===== config.mk =====
export PLATFORM = sky130hd
export DESIGN_NAME = apb4_reg_bridge_flat
export DESIGN_NICKNAME = d
export VERILOG_FILES = /design/src/rtl/apb4_reg_bridge_if.sv /design/src/rtl/apb4_reg_bridge.sv /design/src/flat_wrapper.sv
export SDC_FILE = /design/constraint.sdc
export NUM_CORES = 1
export LEC_CHECK = 0
export CAP_MARGIN = 10
export CELL_PAD_IN_SITES_DETAIL_PLACEMENT = 1
export CELL_PAD_IN_SITES_GLOBAL_PLACEMENT = 1
export CORE_UTILIZATION = 34
export CTS_BUF_LIST = sky130_fd_sc_hd__clkbuf_8 sky130_fd_sc_hd__clkbuf_16
export DETAILED_ROUTE_END_ITERATION = 7
export GPL_ROUTABILITY_DRIVEN = 0
export MAX_ROUTING_LAYER = met4
export PLACE_DENSITY_LB_ADDON = 0.25
export REMOVE_ABC_BUFFERS = 1
export SYNTH_ARGS = -nofsm -noshare
export SYNTH_HDL_FRONTEND = slang
export SYNTH_SLANG_ARGS = --single-unit

===== constraint.sdc =====
create_clock -name clk -period 4.7 [get_ports clk]
set_input_delay 0.94 -clock clk [delete_from_list [all_inputs] [get_ports clk]]
set_output_delay 0.94 -clock clk [all_outputs]
set_load 0.05 [all_outputs]

===== src/rtl/apb4_reg_bridge_if.sv =====
// APB4 slave port plus register-map request bus, bundled for the bridge.
// Latency: none, signal container only.
// Backpressure: carries the pready / bus_req_stall_* / bus_ready handshakes.
interface apb4_reg_bridge_if #(
   parameter int DATA_WIDTH = 32,
   parameter int ADDR_WIDTH = 11
);
   // APB side
   logic                    psel;
   logic                    penable;
   logic                    pwrite;
   logic [ADDR_WIDTH-1:0]   paddr;
   logic [DATA_WIDTH-1:0]   pwdata;
   logic [DATA_WIDTH/8-1:0] pstrb;
   logic                    pready;
   logic [DATA_WIDTH-1:0]   prdata;
   logic                    pslverr;
   // register-map side
   logic                    bus_req;
   logic                    bus_req_is_wr;
   logic [ADDR_WIDTH-1:0]   bus_addr;
   logic [DATA_WIDTH-1:0]   bus_wr_data;
   logic [DATA_WIDTH-1:0]   bus_wr_biten;
   logic                    bus_req_stall_wr;
   logic                    bus_req_stall_rd;
   logic                    bus_ready;
   logic                    bus_err;
   logic [DATA_WIDTH-1:0]   bus_rd_data;

   // bridge view
   modport slave (
      input  psel, penable, pwrite, paddr, pwdata, pstrb,
      output pready, prdata, pslverr,
      output bus_req, bus_req_is_wr, bus_addr, bus_wr_data, bus_wr_biten,
      input  bus_req_stall_wr, bus_req_stall_rd, bus_ready, bus_err, bus_rd_data
   );

   // environment view: APB master and register map
   modport master (
      output psel, penable, pwrite, paddr, pwdata, pstrb,
      input  pready, prdata, pslverr,
      input  bus_req, bus_req_is_wr, bus_addr, bus_wr_data, bus_wr_biten,
      output bus_req_stall_wr, bus_req_stall_rd, bus_ready, bus_err, bus_rd_data
   );
endinterface


===== src/rtl/apb4_reg_bridge.sv =====
// APB4 slave to single-request register bus bridge with alignment/strobe checks and WAIT timeout.
// Latency: setup edge to pready is 2 cycles minimum (IDLE -> REQ -> RESP), longer on stall/wait.
// Backpressure: stalls hold the request in REQ; bus_ready ends WAIT; pready is a single-cycle response.
module apb4_reg_bridge #(
   parameter int DATA_WIDTH       = 32,
   parameter int ADDR_WIDTH       = 11,
   parameter int TIMEOUT_CYCLES   = 16,
   parameter bit ERR_ON_UNALIGNED = 1'b1
) (
   input  logic                clk,
   input  logic                rst,
   apb4_reg_bridge_if.slave    bus,
   output logic                timeout_evt
);

   localparam int STRB_W = DATA_WIDTH / 8;
   // keep at least one counter bit so a disabled timeout still elaborates
   localparam int CNT_W  = (TIMEOUT_CYCLES > 0) ? $clog2(TIMEOUT_CYCLES + 1) : 1;

   localparam logic [1:0] IDLE = 2'd0;
   localparam logic [1:0] REQ  = 2'd1;
   localparam logic [1:0] WAIT = 2'd2;
   localparam logic [1:0] RESP = 2'd3;

   localparam logic [ADDR_WIDTH-1:0] ALIGN_MASK = ADDR_WIDTH'(STRB_W - 1);
   localparam logic [CNT_W-1:0]      CNT_LIMIT  = CNT_W'(TIMEOUT_CYCLES);

   logic [1:0]            state;
   logic                  hold_wr;
   logic [ADDR_WIDTH-1:0] hold_addr;
   logic [DATA_WIDTH-1:0] hold_wdata;
   logic [STRB_W-1:0]     hold_strb;
   logic                  rsp_err;
   logic [DATA_WIDTH-1:0] rsp_data;
   logic [CNT_W-1:0]      cnt;

   logic                  setup;
   logic                  unaligned;
   logic                  stall;
   logic [CNT_W-1:0]      cnt_nxt;
   logic                  timeout_hit;
   logic                  req_act;

   // decode of the current cycle's conditions
   always_comb begin
      setup       = bus.psel && !bus.penable;
      unaligned   = ERR_ON_UNALIGNED && ((bus.paddr & ALIGN_MASK) != '0);
      stall       = hold_wr ? bus.bus_req_stall_wr : bus.bus_req_stall_rd;
      cnt_nxt     = cnt + 1'b1;
      timeout_hit = (TIMEOUT_CYCLES != 0) && (cnt_nxt == CNT_LIMIT);
   end

   // transfer FSM: capture, request, wait for ack or timeout, respond
   always_ff @(posedge clk or negedge rst) begin
      if (!rst) begin
         state       <= IDLE;
         hold_wr     <= 1'b0;
         hold_addr   <= '0;
         hold_wdata  <= '0;
         hold_strb   <= '0;
         rsp_err     <= 1'b0;
         rsp_data    <= '0;
         cnt         <= '0;
         timeout_evt <= 1'b0;
      end else begin
         timeout_evt <= 1'b0;
         case (state)
            IDLE: begin
               if (setup) begin
                  hold_wr    <= bus.pwrite;
                  hold_addr  <= bus.paddr;
                  hold_wdata <= bus.pwdata;
                  hold_strb  <= bus.pstrb;
                  rsp_err    <= 1'b0;
                  rsp_data   <= '0;
                  if (unaligned) begin
                     rsp_err <= 1'b1;
                     state   <= RESP;
                  end else if (bus.pwrite && (bus.pstrb == '0)) begin
                     // nothing to write: complete locally without touching the map
                     state <= RESP;
                  end else begin
                     state <= REQ;
                  end
               end
            end
            REQ: begin
               // a stalled cycle neither samples bus_ready nor starts the timeout
               if (!stall) begin
                  if (bus.bus_ready) begin
                     rsp_err  <= bus.bus_err;
                     rsp_data <= hold_wr ? '0 : bus.bus_rd_data;
                     state    <= RESP;
                  end else begin
                     cnt   <= '0;
                     state <= WAIT;
                  end
               end
            end
            WAIT: begin
               // an ack in the same cycle as the timeout takes priority
               if (bus.bus_ready) begin
                  rsp_err  <= bus.bus_err;
                  rsp_data <= hold_wr ? '0 : bus.bus_rd_data;
                  state    <= RESP;
               end else begin
                  cnt <= cnt_nxt;
                  if (timeout_hit) begin
                     rsp_err     <= 1'b1;
                     rsp_data    <= '0;
                     timeout_evt <= 1'b1;
                     state       <= RESP;
                  end
               end
            end
            RESP: begin
               state <= IDLE;
            end
            default: begin
               state <= IDLE;
            end
         endcase
      end
   end

   // register-map request outputs, driven only while a request is outstanding
   always_comb begin
      req_act           = (state == REQ) || (state == WAIT);
      bus.bus_req       = (state == REQ);
      bus.bus_req_is_wr = req_act && hold_wr;
      bus.bus_addr      = req_act ? hold_addr  : '0;
      bus.bus_wr_data   = req_act ? hold_wdata : '0;
      for (int i = 0; i < STRB_W; i++) begin
         bus.bus_wr_biten[8*i +: 8] = {8{req_act && hold_strb[i]}};
      end
   end

   // APB response outputs, non-zero only in the single RESP cycle
   always_comb begin
      bus.pready  = (state == RESP);
      bus.pslverr = (state == RESP) && rsp_err;
      bus.prdata  = (state == RESP) ? rsp_data : '0;
   end

endmodule


===== src/flat_wrapper.sv =====
// flat-port wrapper written by rule: the top's interface ports become plain ports
module apb4_reg_bridge_flat 
#(
   parameter int DATA_WIDTH       = 32,
   parameter int ADDR_WIDTH       = 11,
   parameter int TIMEOUT_CYCLES   = 16,
   parameter bit ERR_ON_UNALIGNED = 1'b1
)
  (clk, rst, timeout_evt, bus_psel, bus_penable, bus_pwrite, bus_paddr, bus_pwdata, bus_pstrb, bus_pready, bus_prdata, bus_pslverr, bus_bus_req, bus_bus_req_is_wr, bus_bus_addr, bus_bus_wr_data, bus_bus_wr_biten, bus_bus_req_stall_wr, bus_bus_req_stall_rd, bus_bus_ready, bus_bus_err, bus_bus_rd_data);
  apb4_reg_bridge_if #(.DATA_WIDTH(DATA_WIDTH), .ADDR_WIDTH(ADDR_WIDTH)) bus_i ();
  input  logic clk;
  input  logic rst;
  output logic timeout_evt;
  input wire logic [$bits(bus_i.psel)-1:0] bus_psel;
  input wire logic [$bits(bus_i.penable)-1:0] bus_penable;
  input wire logic [$bits(bus_i.pwrite)-1:0] bus_pwrite;
  input wire logic [$bits(bus_i.paddr)-1:0] bus_paddr;
  input wire logic [$bits(bus_i.pwdata)-1:0] bus_pwdata;
  input wire logic [$bits(bus_i.pstrb)-1:0] bus_pstrb;
  output wire logic [$bits(bus_i.pready)-1:0] bus_pready;
  output wire logic [$bits(bus_i.prdata)-1:0] bus_prdata;
  output wire logic [$bits(bus_i.pslverr)-1:0] bus_pslverr;
  output wire logic [$bits(bus_i.bus_req)-1:0] bus_bus_req;
  output wire logic [$bits(bus_i.bus_req_is_wr)-1:0] bus_bus_req_is_wr;
  output wire logic [$bits(bus_i.bus_addr)-1:0] bus_bus_addr;
  output wire logic [$bits(bus_i.bus_wr_data)-1:0] bus_bus_wr_data;
  output wire logic [$bits(bus_i.bus_wr_biten)-1:0] bus_bus_wr_biten;
  input wire logic [$bits(bus_i.bus_req_stall_wr)-1:0] bus_bus_req_stall_wr;
  input wire logic [$bits(bus_i.bus_req_stall_rd)-1:0] bus_bus_req_stall_rd;
  input wire logic [$bits(bus_i.bus_ready)-1:0] bus_bus_ready;
  input wire logic [$bits(bus_i.bus_err)-1:0] bus_bus_err;
  input wire logic [$bits(bus_i.bus_rd_data)-1:0] bus_bus_rd_data;
  assign bus_i.psel = bus_psel;
  assign bus_i.penable = bus_penable;
  assign bus_i.pwrite = bus_pwrite;
  assign bus_i.paddr = bus_paddr;
  assign bus_i.pwdata = bus_pwdata;
  assign bus_i.pstrb = bus_pstrb;
  assign bus_pready = bus_i.pready;
  assign bus_prdata = bus_i.prdata;
  assign bus_pslverr = bus_i.pslverr;
  assign bus_bus_req = bus_i.bus_req;
  assign bus_bus_req_is_wr = bus_i.bus_req_is_wr;
  assign bus_bus_addr = bus_i.bus_addr;
  assign bus_bus_wr_data = bus_i.bus_wr_data;
  assign bus_bus_wr_biten = bus_i.bus_wr_biten;
  assign bus_i.bus_req_stall_wr = bus_bus_req_stall_wr;
  assign bus_i.bus_req_stall_rd = bus_bus_req_stall_rd;
  assign bus_i.bus_ready = bus_bus_ready;
  assign bus_i.bus_err = bus_bus_err;
  assign bus_i.bus_rd_data = bus_bus_rd_data;
  apb4_reg_bridge #(.DATA_WIDTH(DATA_WIDTH), .ADDR_WIDTH(ADDR_WIDTH), .TIMEOUT_CYCLES(TIMEOUT_CYCLES), .ERR_ON_UNALIGNED(ERR_ON_UNALIGNED)) u_core (.clk(clk), .rst(rst), .bus(bus_i), .timeout_evt(timeout_evt));
endmodule

Word level (Yosys, flattened, before mapping)
Index checks and enable logic that the tools add are counted.

cells by class
  add/sub/neg operators = 1
  equality and inequality tests = 10
  muxes and demuxes = 33
  reductions and logical operators = 19

operators with widths
  cell                                                                      count
  32-bit two-way mux                                                        8
  32-bit one-hot mux with 3 select lines                                    1
  5-bit two-way mux                                                         3
  2-bit two-way mux                                                         6
  1-bit two-way mux                                                         11
  11-bit two-way mux                                                        1
  11-bit nonzero test                                                       1
  5-bit one-hot mux with 2 select lines                                     1
  1-bit logical AND                                                         8
  2-bit one-hot mux with 4 select lines                                     1
  2-bit inequality test (second input constant)                             3
  5-bit by 1-bit adder with 5-bit output (second input constant)            1
  5-bit equality test (second input constant)                               1
  5-bit AND reduction                                                       1
  2-bit equality test (second input constant)                               2
  4-bit logical NOT                                                         1
  2-bit by 1-bit inequality test with 1-bit output (second input constant)  2
  4-bit AND reduction                                                       1
  3-bit by 2-bit inequality test with 1-bit output (second input constant)  1
  1-bit one-hot mux with 3 select lines                                     1
  3-bit AND reduction                                                       1
  3-bit nonzero test                                                        1
  2-bit by 1-bit equality test with 1-bit output (second input constant)    1
  2-bit logical NOT                                                         1
  other kinds (4)                                                           4

storage, ports and cells
  register bits after elaboration = 89
  input bits = 88

Depth between registers and ports, before layout
Gate-level depths: netlist of run 1.

  depth after elaboration = 6
  gate-level depth with buffers = 10
  mapped depth without buffers = 7

Worst setup path before layout of run 1
Ideal clock, no wire load.

  path kind = register to output
  start = register u_core.state[0]
  end = output port bus_bus_wr_biten[10]
  arrival = 1.903 ns
  data required time = 3.760 ns
  path slack = 1.857 ns
  cell stages (with the launch flop) = 6
  path through = dfrtp_1 > inv_1 > ha_1 > clkbuf_1 > and2_1 > buf_4

on the way
  cells in the longest elaborated chain, start to end = 3
  elaborated cells between the ends (all ways) = 4
  those cells by class = eq/ne (2); reduce/logical (2)

ends and longest elaborated chain
  item                                                                                   line                    text
  from (decl)                                                                            apb4_reg_bridge.sv:28   logic [1:0] state;
  from (signal assigned)                                                                 apb4_reg_bridge.sv:56   state <= IDLE;
  from (signal assigned)                                                                 apb4_reg_bridge.sv:78   state <= RESP;
  from (signal assigned)                                                                 apb4_reg_bridge.sv:81   state <= RESP;
  2-bit by 1-bit equality test with 1-bit output or 2-bit equality test (tied branches)  apb4_reg_bridge.sv:128  req_act = (state == REQ) || (state == WAIT);
  1-bit logical OR (*)                                                                   apb4_reg_bridge.sv:128
  1-bit logical AND (*)                                                                  apb4_reg_bridge.sv:134  bus.bus_wr_biten[8*i +: 8] = {8{req_act && hold_strb[i]}};
  to (decl)                                                                              flat_wrapper.sv:27      output wire logic [$bits(bus_i.bus_wr_biten)-1:0] bus_bus_wr_biten;

Every way passes the cells marked *; elsewhere a longest branch is shown, timed or not.

Worst setup path in the final report of run 1
  start = register u_core.state[0]
  end = output port bus_bus_addr[4]

on the way
  cells in the longest elaborated chain, start to end = 3
  elaborated cells between the ends (all ways) = 4
  those cells by class = eq/ne (2); mux (1); reduce/logical (1)

ends and longest elaborated chain
  item                                                                                   line                    text
  2-bit by 1-bit equality test with 1-bit output or 2-bit equality test (tied branches)  apb4_reg_bridge.sv:128
  1-bit logical OR (*)                                                                   apb4_reg_bridge.sv:128
  11-bit two-way mux (*)                                                                 apb4_reg_bridge.sv:131  bus.bus_addr = req_act ? hold_addr : '0;
  to (decl)                                                                              flat_wrapper.sv:25      output wire logic [$bits(bus_i.bus_addr)-1:0] bus_bus_addr;

Marked as above.

==> results of run 1 <==
[worst max-delay path, cell delays in order (launching register included)]
cell and delay (ns):
dfrtp_1 0.41, inv_1 0.10, ha_1 0.59, buf_4 0.36, and2_1 0.18, clkdlybuf4s50_1 0.81
[placed cells by master (no fill, tap or decap), types with 6 or more instances in the layout]
cell type	n
clkdlybuf4s50_1	198
dfrtp_1	89
and2_1	82
mux2_2	50
nand2_1	42
inv_1	37
mux2i_1	32
clkbuf_16	9
o21ai_0	8
buf_4	6
[area by class of cell]
class                   instances  area [um^2]  share of cell area (%)
flip-flops and latches         89         2230                    32.8
clock buffers                  10          239                    3.51
repair buffers                204         2030                    29.8
inverters                      38          143                    2.10
well taps                     176          220                    3.24
clock inverters                 6         66.3                   0.975
multi-input cells             250         1880                    27.6
[stage by stage]
| step | util (%) | setup WS [ns] | std cells | TNS [ns] | instance area [um^2] |
|---|---|---|---|---|---|
| 6_report | 51.3 | 0.934 | 773 | 0 | 6800 |
| 3_3_place_gp | 49.0 | 1.27 | 757 | 0 | 6490 |
| 2_1_floorplan | - | -0.248 | 377 | -7.94 | 4240 |
| 4_1_cts | 51.3 | 0.889 | 773 | 0 | 6800 |
| 5_1_grt | 51.3 | 0.745 | 773 | 0 | 6800 |
| 3_5_place_dp | 49.0 | 1.23 | 757 | 0 | 6490 |
[registers in the layout, summed over array words and instances (netlist names)]
| signal | cells |
|---|---|
| u_core.hold_wr | 1 |
| u_core.hold_addr | 11 |
| u_core.rsp_data | 32 |
| u_core.hold_wdata | 32 |
| u_core.hold_strb | 4 |
| u_core.timeout_evt | 1 |
| u_core.rsp_err | 1 |
| u_core.state | 2 |
| u_core.cnt | 5 |
[logic make-up after synthesis]
family,count (synthesis)
multiplexers,83
AND/OR/NAND/NOR,140
buffers and inverters,89
AO/OA/AOI/OAI,22
flip-flops,89
adder cells (fa/ha/maj),5
[worst max path at each step]
stage	startpoint	endpoint	slack (ns)	depth (start not counted)
2_1_floorplan	u_core.state[0]$_DFFE_PN0P_	bus_bus_wr_biten[0]	-0.25	3
6_report	u_core.state[0]$_DFFE_PN0P_	bus_bus_addr[4]	0.93	5
5_1_grt	u_core.state[0]$_DFFE_PN0P_	bus_bus_addr[4]	0.75	5
3_5_place_dp	bus_psel	u_core.rsp_data[10]$_DFFE_PN0P_	1.23	7
4_1_cts	u_core.state[0]$_DFFE_PN0P_	bus_bus_wr_data[6]	0.89	5
3_3_place_gp	bus_psel	u_core.rsp_data[1]$_DFFE_PN0P_	1.27	7
[metal layers]
layer	track usage [%]	vias up
met2	31.4	151
met4	5.77	0
li1	-	1673
met5	-	-
met3	7.96	11
met1	23.4	1729
==> impl_metrics.ini, run 1 <==
[synth]
yosysWarnings = 0
synth_xor_area_share_pct = 0
yosys.area_share.adder_pct = 1.36
syn_area_per_cell_um2 = 10.7
synthCells = 428
synth_edf_count = 0
ys_seq_elements = 89
yosysMostFrequentCell = dfrtp_1
muxShareOfSynthArea_pct = 19.5
synthTopCellsByArea = dfrtp_1 48%, mux2_2 12%, and2_1 11%, mux2i_1 7.0%, buf_4 4.7%
synth_top_family_by_area = multiplexers
synth_compound_area_share_pct = 3.24
synth_area_mm2 = 0.00460
ys_seq_area_share_pct = 48.4
async_reset_ff_share_pct = 100
yosys.area.top_type_share_pct = 48.4
synth_cell_types = 34
synth-simple-area-share_pct = 16.6
synthTopCellsByCount = 89 x dfrtp_1, 82 x and2_1, 50 x mux2_2
ys.flop_type = dfrtp_1
yosys.area.top_type = dfrtp_1

[hold_path]
hold_class = register to register
whs_endpoint = u_core.rsp_err$_DFFE_PN0P_
worstHoldStart = u_core.rsp_err$_DFFE_PN0P_
hold_depth = 1

[clock_network]
postCtsSetupBuffers = 0
cts_tree = yes
cts_root_buf = clkbuf_16
cts.path.max_buffers = 2
cts_resized = 0
cts-buffers-inserted = 9
clk_pin_slew_ns = 0.06
postCtsHoldBufs = 0
clock-sinks = 89
clk_latency_ns = 0.35
htreeDepth = 3

[setup_path]
r2r-end = u_core.rsp_data[3]$_DFFE_PN0P_
reg2reg_depth = 8
rrSetupSlack_ns = 1.57
arrival_ns = 2.83
worstSetupPathType = register to output pin
worstSetupEndpointType = output pin
cp_max_fo = 33
r2r-start = u_core.state[0]$_DFFE_PN0P_
required_ns = 3.76
crit_path_start_kind = register

[drt]
totalWireLength_mm = 12.6
viasPerCell = 4.61
avgRoutedWirePerCell_um = 16.2
dr.pass1.iters = 4
ant_nets = 0
highest_layer = met4
vias = 3564
met2WireLength_mm = 5.84
drt-initial-drc-count = 74
met1_length_mm = 5.36
drc = 0
met3WireLength_mm = 1.20

[cells_and_area]
fillers = 1462
fin_nets = 685
areaGrowthSynthToFinish_pct = 47.8
antenna_cells = 0
drive_gt1_share_pct = 13.1

[die]
dieArea_mm2 = 0.0140
start_util_pct = 34.7
die_w_um = 118
rows = 42
core_area_mm2 = 0.0132
io-pin-count = 200
die_h_um = 118

[sta]
max_freq_mhz = 266
grt_setup_unrepaired = false
fin_crit_ns = 3.77
post-route-period-util_pct = 80.1
final-hold-violation-count = 0
fin_skew_ns = 0.00426
setup_violations = 0
worst_slew_pin_slew_ns = 1.01
maxSlewViolCount = 0
slew_headroom_pct = 32.9
holdWs_ns = 0.494

[global_routing]
grt_antenna_before_repair = 0
grt_max_degree = 50
track_usage_pct = 19.9
grt_pass1_vias = 3999
grt_pass1_wl_mm = 20.9
overflow = 0

[placed_design]
dp_hpwl_mm = 8.96
io_buffers = 199

[outcome]
outcome = finished, final reports clean

[run]
drv_cap = 0
Power of run 1 is not shown: default switching activity piles up to over one toggle a cycle in this logic, so the estimate is an artifact.
==> run 2: changes to the inputs <==
CORE_UTILIZATION = 32   (was 34)
clock period = 3.9 ns   (was 4.7 ns; I/O delays follow)
==> impl_metrics.ini, run 2 (synthesized netlist as in run 1, its figures left out) <==
[outcome]
outcome = finished, final reports clean

[drt]
drc = 0
drt-initial-drc-count = 105
ant_nets = 0
dr.pass1.iters = 4
vias = 3566
totalWireLength_mm = 12.8
avgRoutedWirePerCell_um = 16.4
viasPerCell = 4.57

[cells_and_area]
fillers = 1496
fin_nets = 688
largestRegisters = u_core.hold_wdata x32, u_core.rsp_data x32, u_core.hold_addr x11
areaGrowthSynthToFinish_pct = 48.0
drive_gt1_share_pct = 18.8
antenna_cells = 0
fin_cells = 780
final_cell_mix = 166 x clkdlybuf4s50_1, 89 x dfrtp_1, 82 x and2_1
layout_commonest_cell = clkdlybuf4s50_1

[sta]
layout_setup_ws_ns = 0.463
final-hold-violation-count = 0
post-route-period-util_pct = 88.1
slew_headroom_pct = 43.5
fin_skew_ns = 0.00702
worst_slew_pin_slew_ns = 0.848
grt_setup_unrepaired = false
setup_violations = 0
fin_crit_ns = 3.44
maxSlewViolCount = 0
max_freq_mhz = 291

[clock_network]
clk_latency_ns = 0.34
clock-sinks = 89
postCtsSetupBuffers = 0
cts_tree = yes
clk_pin_slew_ns = 0.07
cts_root_buf = clkbuf_16
cts.path.max_buffers = 2
postCtsHoldBufs = 0
cts_resized = 0
htreeDepth = 3
cts-buffers-inserted = 9

[setup_path]
required_ns = 3.12
arrival_ns = 2.66
cp_max_fo = 37
crit_path_start_kind = register
r2r-start = u_core.state[0]$_DFFE_PN0P_
worstSetupEndpointType = output pin
reg2reg_depth = 9
r2r-end = u_core.rsp_data[0]$_DFFE_PN0P_
rrSetupSlack_ns = 1.15
crit_start = u_core.state[0]$_DFFE_PN0P_
worstSetupPathType = register to output pin

[die]
start_util_pct = 33.0
core_area_mm2 = 0.0139
io-pin-count = 200
die_h_um = 122
dieArea_mm2 = 0.0149
rows = 43
die_w_um = 122

[hold_path]
worstHoldStart = u_core.rsp_err$_DFFE_PN0P_
hold_class = register to register
whs_endpoint = u_core.rsp_err$_DFFE_PN0P_
hold_depth = 1

[global_routing]
track_usage_pct = 18.5
grt_pass1_wl_mm = 20.1
grt_pass1_vias = 3775
overflow = 0
grt_max_degree = 64
grt_antenna_before_repair = 0

[placed_design]
pre_cts_slack_ns = 0.835
dp_hpwl_mm = 9.29
io_buffers = 199
dp.cells = 764

[run]
drv_cap = 0
==> run 2: area by class of cell <==
class | count | area, um^2 | share of cell area, %
Sequential cell | 89 | 2230 | 32.7
Timing Repair Buffer | 207 | 1980 | 29.1
Inverter | 38 | 143 | 2.10
Multi-Input combinational cell | 250 | 1880 | 27.6
Clock buffer | 10 | 239 | 3.51
Tap cell | 180 | 225 | 3.31
Clock inverter | 6 | 113 | 1.65
==> run 2: critical path, cell delays in order, from the launching register on <==
cell,delay [ns]
dfrtp_1,0.42
inv_1,0.11
ha_1,0.31
buf_4,0.18
buf_4,0.29
and2_1,0.18
clkdlybuf4s50_1,0.80
==> run 2: worst max-delay path by stage <==
| stage | slack (ns) | cells after the start | endpoint |
|---|---|---|---|
| floorplan | -0.89 | 3 | bus_bus_wr_biten[0] |
| global placement | 0.90 | 7 | u_core.rsp_data[2]$_DFFE_PN0P_ |
| detailed placement | 0.83 | 6 | bus_bus_wr_data[24] |
| CTS | 0.42 | 6 | bus_bus_wr_data[16] |
| global route | 0.30 | 6 | bus_bus_wr_data[13] |
| finish | 0.46 | 6 | bus_bus_wr_data[16] |
==> run 2: through the flow <==
stage	hold slack (ns)	util [%]	area, um^2	setup TNS [ns]
floorplan	0.450	-	4240	-28.42
global placement	0.466	46.3	6450	0
detailed placement	0.482	46.3	6450	0
CTS	0.497	48.8	6810	0
global route	0.518	48.8	6810	0
finish	0.493	48.8	6810	0
==> run 2: metal layers <==
metal | GRT usage, % | vias up | routed length, um
li1 | - | 1686 | -
met1 | 22.7 | 1716 | 5610
met2 | 28.8 | 151 | 5940
met3 | 5.34 | 13 | 1060
met4 | 6.56 | 0 | 174
met5 | - | - | 0
Power of run 2 is left out for the same reason.
==> run 3: changes to the inputs <==
--- a/config.mk
+++ b/config.mk
@@ -14,2 +14,3 @@
 export GPL_ROUTABILITY_DRIVEN = 0
+export GPL_TIMING_DRIVEN = 0
 export MAX_ROUTING_LAYER = met4
==> constraint.sdc (replaced) <==
create_clock -name clk -period 3.9 [get_ports clk]
set_input_delay 0.585 -clock clk [delete_from_list [all_inputs] [get_ports clk]]
set_output_delay 0.585 -clock clk [all_outputs]
set_load 0.05 [all_outputs]
==> impl_metrics.ini, run 3 (synthesized netlist as in run 1, its figures left out) <==
[clock_network]
htreeDepth = 3
postCtsHoldBufs = 0
cts-buffers-inserted = 9
clk_latency_ns = 0.35
clock-sinks = 89
cts_root_buf = clkbuf_16
cts.path.max_buffers = 2
postCtsSetupBuffers = 0
cts_resized = 0
clk_pin_slew_ns = 0.06
cts_tree = yes

[cells_and_area]
layout_commonest_cell = clkdlybuf4s50_1
final_util_pct = 49.3
design_area_mm2 = 0.00687
final_cell_mix = 198 x clkdlybuf4s50_1, 89 x dfrtp_1, 82 x and2_1
largestRegisters = u_core.hold_wdata x32, u_core.rsp_data x32, u_core.hold_addr x11
fin_nets = 686
multi_input_area_mm2 = 0.00188
areaGrowthSynthToFinish_pct = 49.5
antenna_cells = 0
fillers = 1509
regArea_mm2 = 0.00223
drive_gt1_share_pct = 13.0

[setup_path]
arrival_ns = 3.02
slowest_stage = clkdlybuf4s50_1
rrSetupSlack_ns = 1.03
cp_max_fo = 33
crit_chain = inv_1 > ha_1 > buf_16 > and2_1 > clkdlybuf4s50_1
r2r-start = u_core.state[0]$_DFFE_PN0P_
worstSetupEndpointType = output pin
reg2reg_depth = 8
cpPeakStageDelay_ns = 0.87
crit_path_start_kind = register
required_ns = 3.31
cp.depth = 5
path_delay_family = buffers and inverters
crit_buf_inv = 3
r2r-end = u_core.rsp_data[23]$_DFFE_PN0P_
worstSetupPathType = register to output pin

[placed_design]
dpl_cell_area_mm2 = 0.00658
dp_hpwl_mm = 9.31
io_buffers = 199

[sta]
fin_crit_ns = 3.60
worst_slew_pin_slew_ns = 1.04
final-hold-violation-count = 0
maxSlewViolCount = 0
post-route-period-util_pct = 92.4
max_freq_mhz = 278
slew_headroom_pct = 30.5
fin_skew_ns = 0.00789
setup_tns_ns = 0
holdWs_ns = 0.229
grt_setup_unrepaired = false
setup_violations = 0

[hold_path]
hold_class = primary input to asynchronous set/reset pin

[drt]
drt-initial-drc-count = 77
dr.pass1.iters = 4
viasPerCell = 4.56
avgRoutedWirePerCell_um = 16.2
ant_nets = 0
drc = 0
vias = 3547
totalWireLength_mm = 12.6

[die]
core_area_mm2 = 0.0139
rows = 43
die_h_um = 122
die_w_um = 122
start_util_pct = 33.0
dieArea_mm2 = 0.0149
io-pin-count = 200

[global_routing]
overflow = 0
grt_max_degree = 52
grt_antenna_before_repair = 0
track_usage_pct = 18.4
grt_pass1_wl_mm = 20.1
grt_pass1_vias = 3888

[outcome]
outcome = finished, final reports clean

[run]
drv_cap = 0
run 3: per-stage QoR:
step | cells | setup slack [ns]
floorplan | 377 | -0.693
global placement | 756 | -1.49
detailed placement | 762 | 0.618
CTS | 778 | 0.227
global route | 778 | 0.120
finish | 778 | 0.298
run 3: routing by layer:
| layer | global-route usage, % | wire [um] |
|---|---|---|
| met1 | 21.0 | 5280 |
| met2 | 29.3 | 5900 |
| met3 | 8.61 | 1320 |
| met4 | 3.94 | 90 |
| met5 | - | 0 |
run 3: worst max-delay path by stage:
| stage | from | endpoint |
|---|---|---|
| after floorplan | u_core.state[0]$_DFFE_PN0P_ | bus_bus_wr_biten[0] |
| after global placement | u_core.state[0]$_DFFE_PN0P_ | u_core.rsp_data[1]$_DFFE_PN0P_ |
| after detailed placement | u_core.state[0]$_DFFE_PN0P_ | bus_bus_wr_biten[0] |
| after CTS | u_core.state[0]$_DFFE_PN0P_ | bus_bus_wr_biten[0] |
| after global routing | u_core.state[0]$_DFFE_PN0P_ | bus_bus_wr_biten[3] |
| final | u_core.state[0]$_DFFE_PN0P_ | bus_bus_wr_biten[3] |
run 3: layout make-up:
| type | instances | share of cell area (%) |
|---|---|---|
| clock buffer | 9 | 3.28 |
| clock inverter | 7 | 1.02 |
| inverter | 38 | 2.07 |
| multi-input combinational | 250 | 27.3 |
| sequential | 89 | 32.4 |
| tap | 180 | 3.28 |
| timing repair buffer | 205 | 30.7 |
Power of run 3 is left out for the same reason.
